<file path="config.mk">
export PLATFORM = sky130hd
export DESIGN_NAME = change_dispenser
export DESIGN_NICKNAME = d
export VERILOG_FILES = /design/src/rtl/change_dispenser.sv
export SDC_FILE = /design/constraint.sdc
export NUM_CORES = 1
export LEC_CHECK = 0
export BUFFER_PORTS_ARGS = -buffer_cell sky130_fd_sc_hd__buf_2
export CAP_MARGIN = 20
export CORE_MARGIN = 1
export CORE_UTILIZATION = 50
export DETAILED_ROUTE_END_ITERATION = 8
export PLACE_DENSITY = 0.79
export SLEW_MARGIN = 20
export SYNTH_ARGS = -nofsm -noshare
export SYNTH_HDL_FRONTEND = slang
export SYNTH_SLANG_ARGS = --single-unit
</file>
<file path="constraint.sdc">
create_clock -name clk -period 4.91 [get_ports clk]
set_input_delay 0.491 -clock clk [delete_from_list [all_inputs] [get_ports clk]]
set_output_delay 0.491 -clock clk [all_outputs]
set_load 0.1 [all_outputs]
</file>
<file path="src/rtl/change_dispenser.sv">
// change_dispenser: greedy coin change dispenser with a ready/valid hopper handshake.
module change_dispenser #(
  parameter int COIN0 = 50,
  parameter int COIN1 = 10,
  parameter int COIN2 = 5,
  parameter int COIN3 = 1
) (
  input  logic       clk,
  input  logic       reset,
  input  logic       start,
  input  logic [6:0] changeAmount,
  input  logic       coinReady,
  output logic       coinValid,
  output logic [1:0] coinType,
  output logic       busy,
  output logic       done,
  output logic [3:0] coinCount,
  output logic [6:0] paidOut
);
  typedef enum logic [1:0] {IDLE, ISSUE, DONE} state_t;
  localparam logic [6:0] C0 = 7'(COIN0);
  localparam logic [6:0] C1 = 7'(COIN1);
  localparam logic [6:0] C2 = 7'(COIN2);
  localparam logic [6:0] C3 = 7'(COIN3);
  state_t state, state_n;
  logic [6:0] remaining, coin;
  // Coin choice depends only on the remaining register, so outputs never see inputs.
  always_comb begin
    coinType = remaining >= C0 ? 2'd0 : remaining >= C1 ? 2'd1 : remaining >= C2 ? 2'd2 : 2'd3;
    coin = remaining >= C0 ? C0 : remaining >= C1 ? C1 : remaining >= C2 ? C2 : C3;
    coinValid = state == ISSUE;
    busy = state == ISSUE;
    done = state == DONE;
    state_n = state == IDLE ? (start ? (changeAmount != 7'd0 ? ISSUE : DONE) : IDLE)
            : state == ISSUE ? (coinReady && remaining == coin ? DONE : ISSUE)
            : IDLE;
  end
  always_ff @(posedge clk)
    state <= reset ? IDLE : state_n;
  always_ff @(posedge clk) begin
    if (reset) begin
      remaining <= '0;
      coinCount <= '0;
      paidOut <= '0;
    end else if (state == IDLE && start) begin
      remaining <= changeAmount;
      coinCount <= '0;
      paidOut <= '0;
    end else if (state == ISSUE && coinReady) begin
      remaining <= remaining - coin;
      coinCount <= coinCount + {3'b0, coinCount != 4'hf};
      paidOut <= paidOut + coin;
    end
  end
endmodule

</file>
Word-level counts from Yosys, hierarchy flattened

Cells that the tools add are included.

Add/sub/neg operators: 3
Reductions and logical operators: 7
$lt $le $gt $ge: 3
Mux-type cells: 13
Eq/ne operators: 4

Operators with widths:

| operator             | count |
|---|---|
| $mux W2              | 7 |
| $mux W7              | 2 |
| $add A7 B6 Y7        | 1 |
| $eq A7 B6 Y1         | 1 |
| $ge A7 B3 Y1 const B | 1 |
| $ge A7 B4 Y1 const B | 1 |
| $ge A7 B6 Y1 const B | 1 |
| $reduce_bool A7 Y1   | 1 |
| $sub A7 B6 Y7        | 1 |
| $mux W6              | 1 |
| $add A4 B1 Y4        | 1 |
| $mux W4              | 1 |
| $ne A4 B4 Y1 const B | 1 |
| $logic_and A1 B1 Y1  | 3 |
| $mux W3              | 1 |
| $eq A2 B1 Y1 const B | 1 |
| $eq A2 B2 Y1 const B | 1 |
| $logic_not A2 Y1     | 1 |
| $reduce_bool A2 Y1   | 1 |
| $reduce_or A2 Y1     | 1 |
| $mux W1              | 1 |

Output and inout port bits: 16
Input port bits: 11
Register bits: 20
Word-level logic and storage cells: 34

Logic depth before layout (Yosys ltp)

Depth in word-level cells: 9
Mapped depth: 11
Gate-level depth less buffers: 11

Worst setup path after synthesis

No wires, ideal clock.

Path kind: reg2reg
Start point: register remaining[1]
End point: register remaining[6]
Arrival time: 2.914 ns
Setup time: 0.132 ns
Path slack: 1.864 ns
Buffers on the path: 0
Stages on the path, launching flop included: 12
Period minus slack after synthesis: 3.046 ns
Data required time: 4.778 ns
Path through: dfxtp_1 -> o21ai_0 -> nand2_1 -> inv_1 -> ha_1 -> inv_1 -> fa_1 -> a211oi_2 -> o21bai_1 -> a211oi_2 -> mux2i_1 -> a21oi_1

Longest elaborated chain between the ends: 7
Elaborated cells on any way between the ends: 9
Classes of those cells: add/sub (1); order compare (3); mux (5)

Ends and longest elaborated chain:

| what                   | line | text |
|---|---|---|
| from (decl)            | 26   | `logic [6:0] remaining, coin;` |
| from (signal assigned) | 46   | `remaining <= changeAmount;` |
| from (signal assigned) | 50   | `remaining <= remaining - coin;` |
| $ge A7 B3 Y1           | 30   | `coin = remaining >= C0 ? C0 : remaining >= C1 ? C1 : remaining >= C2 ? C2 : C3;` |
| $mux W3                | 30   |  |
| $mux W4                | 30   |  |
| $mux W6                | 30   |  |
| $sub A7 B6 Y7 *        | 50   |  |
| $mux W7 *              | 49   | `end else if (state == ISSUE && coinReady) begin` |
| $mux W7 *              | 45   | `end else if (state == IDLE && start) begin` |

Mark *: on every way between the ends. The rest lies on a longest branch, timed or not. The select of a mux whose other input is x is not followed.
A chain may end at the register's enable or synchronous reset.

Final worst setup path

Ends and elaborated chain as after synthesis.

==> flow_summary.json <==
{
  "fill_cells": 261,
  "ys.flop_type": "dfxtp_1",
  "dp_hpwl_um": 2400,
  "multi_input_area_um2": 898,
  "synthCells": 174,
  "drtPass1Iterations": 4,
  "seqCellArea_um2": 400,
  "crit_arrival_ns": 2.90,
  "cts-root-buf": "clkbuf_4",
  "postLayoutCoreUtil_pct": 60.7,
  "ant_nets": 0,
  "cp_slowest_cell": "fa_1",
  "grt_max_degree": 17,
  "rsz0062_at_grt": "no",
  "relSlewSlack_pct": 50.3,
  "status": "finished clean",
  "grtUsageTotal_pct": 23.1,
  "crit_family": "compound AO/OA/AOI/OAI gates",
  "drt-initial-drc-count": 24,
  "holdPathEnd": "remaining[6]",
  "post-cts-setup-buffers": 0,
  "drive_gt1_share_pct": 19.2,
  "final_common_cell": "buf_2",
  "wirelength_um": 3070,
  "layout_common_cells": "26 x buf_2, 22 x nand2_1, 22 x nor2_1, 20 x a21oi_1, 20 x dfxtp_1",
  "antenna_found_initial": 0,
  "start_util_pct": 54.0,
  "crit_start": "remaining[1]",
  "path_cells": "o21ai_0 > nand2_1 > inv_1 > ha_1 > inv_1 > fa_1 > a211oi_2 > o21bai_1 > a211oi_2 > mux2i_1 > a21oi_1",
  "fin_crit_sh_pct": 55.0,
  "period_minus_slack_ns": 2.70,
  "final_hold_viol_count": 0,
  "clock-sinks": 20,
  "via_per_inst": 5.73,
  "gr-total-overflow": 0,
  "core_area_mm2": 0.00254,
  "cp-end-kind": "flop",
  "die_y_um": 54.4,
  "crit_path_max_fanout": 6,
  "setup_viol": 0,
  "tightestPinTransition_ns": 0.742,
  "cp.required_ns": 5.11,
  "vias": 1306,
  "die-area_mm2": 0.00296,
  "yosys.area.top_type_share_pct": 29.1,
  "peakVddDrop_v": 0.000177,
  "yosys.cell_types.count": 37,
  "grt_pass1_wl_um": 4930,
  "place_congestion": 0.819,
  "synthesis.area_mm2": 0.00138,
  "hold_path.startpoint": "changeAmount[6]",
  "clk_pin_slew_ns": 0.11,
  "yosysSeqAreaShare_pct": 29.1,
  "r2r_start": "remaining[1]",
  "routed.top_layer": "met4",
  "drv_slew": 0,
  "htree_levels": 1,
  "fin_skew_ns": 0.00419,
  "yosysTopAreaCell": "dfxtp_1",
  "cts_hold_buf": 0,
  "wl_met3_um": 139,
  "yosysWarnings": 0,
  "crit_type": "reg2reg",
  "p_per_area_mw_per_mm2": 339,
  "die_w_um": 54.4,
  "hp-class": "in2reg",
  "nNetsFinal": 226,
  "drv_cap": 0,
  "synth_edf_count": 0,
  "ys_top_cells_by_area": "dfxtp_1 29%, ha_1 13%, a21oi_1 7.3%",
  "wl_met2_um": 1570,
  "antennaDiodeCount": 0,
  "met1_length_um": 1350,
  "cts_tree": "built",
  "max_freq_ghz": 0.371,
  "cts_buffers": 3,
  "critPathBufInv": 2,
  "slowest_delay_ns": 0.41,
  "whs_path_depth": 3,
  "area_delta_synth_final_pct": 12.3,
  "remaining_drc_errors": 0,
  "fin_setup_tns_ns": 0,
  "reg2reg_depth": 11,
  "num_io_pins": 27,
  "async_flop_share_pct": 0,
  "grt_pass1_vias": 1097,
  "critPathLaunchType": "flop",
  "fp-row-count": 18,
  "reg2reg_slack_ns": 2.21,
  "postSynthAreaPerCell_um2": 7.90,
  "synth_seq_cells": 20,
  "drt-wirelength-per-cell_um": 13.5,
  "clk_latency_ns": 0.30,
  "clock_path_buffers": 2,
  "syn_nets": 201,
  "ctsResizeCount": 0,
  "io_buffers": 26,
  "r2r-end": "remaining[6]",
  "p_leak_nw": 0.681
}
==> worst register-to-register path: stages, from the launching register on <==
cell and delay (ns):
dfxtp_1 0.39, o21ai_0 0.22, nand2_1 0.14, inv_1 0.23
ha_1 0.22, inv_1 0.05, fa_1 0.41, a211oi_2 0.25
o21bai_1 0.12, a211oi_2 0.26, mux2i_1 0.22, a21oi_1 0.08
==> layout make-up <==
type | instances | area share [%]
Multi-Input combinational cell | 137 | 58.2
Timing Repair Buffer | 26 | 8.43
Tap cell | 30 | 2.43
Clock buffer | 4 | 2.35
Inverter | 11 | 2.67
Sequential cell | 20 | 25.9
==> Yosys cell counts, drive strengths merged, types with 3 or more instances <==
cell type / n
nor2: 22
o21ai: 9
nand4: 3
nand3: 5
a22oi: 4
ha: 14
nor3: 3
a21oi: 20
nand2b: 3
nand2: 22
a211oi: 4
xor2: 4
buf: 4
dfxtp: 20
inv: 11
==> sequential cells by signal, summed over array words and instances (netlist names) <==
name       cells
coinCount      4
remaining      7
paidOut        7
state          2
==> worst max path at each step <==
stage	endpoint	slack, ns	cells after the start
finish	remaining[6]	2.21	11
global route	remaining[6]	2.06	11
CTS	remaining[6]	2.22	11
detailed placement	remaining[6]	2.26	11
global placement	remaining[6]	2.42	11
floorplan	remaining[6]	1.86	11
==> metal layers <==
layer / track usage, % / vias to the layer above
met2: 43.9 / 38
met5: 0 / -
met3: 3.33 / 5
met1: 26.7 / 604
met4: 5.13 / 0
li1: - / 659
==> through the flow <==
stage / cell area (µm²) / hold slack, ns / setup slack (ns) / cells / power, mW
2_1_floorplan: 1380 / 0.488 / 1.86 / 174 / 0.383
3_3_place_gp: 1510 / 0.456 / 2.42 / 224 / 0.421
3_5_place_dp: 1510 / 0.470 / 2.26 / 224 / 0.428
4_1_cts: 1540 / 0.442 / 2.22 / 228 / 0.525
5_1_grt: 1540 / 0.450 / 2.06 / 228 / 0.555
6_report: 1540 / 0.445 / 2.21 / 228 / 0.523
==> cells by family after synthesis <==
logic type	synth area share [%]
AND/OR/NAND/NOR	24.3
AO/OA/AOI/OAI	20.7
flip-flops	29.1
buffers and inverters	5.55
adder cells (fa/ha/maj)	15.7
XOR/XNOR	3.18
multiplexers	1.46
==> power by group <==
part,switching [mW],internal (mW),total [mW]
clock network,0.0508,0.0452,0.0960
logic,0.167,0.0759,0.243
registers,0.0121,0.172,0.184
total,0.230,0.293,0.523
(Power assumes the default switching activity.)
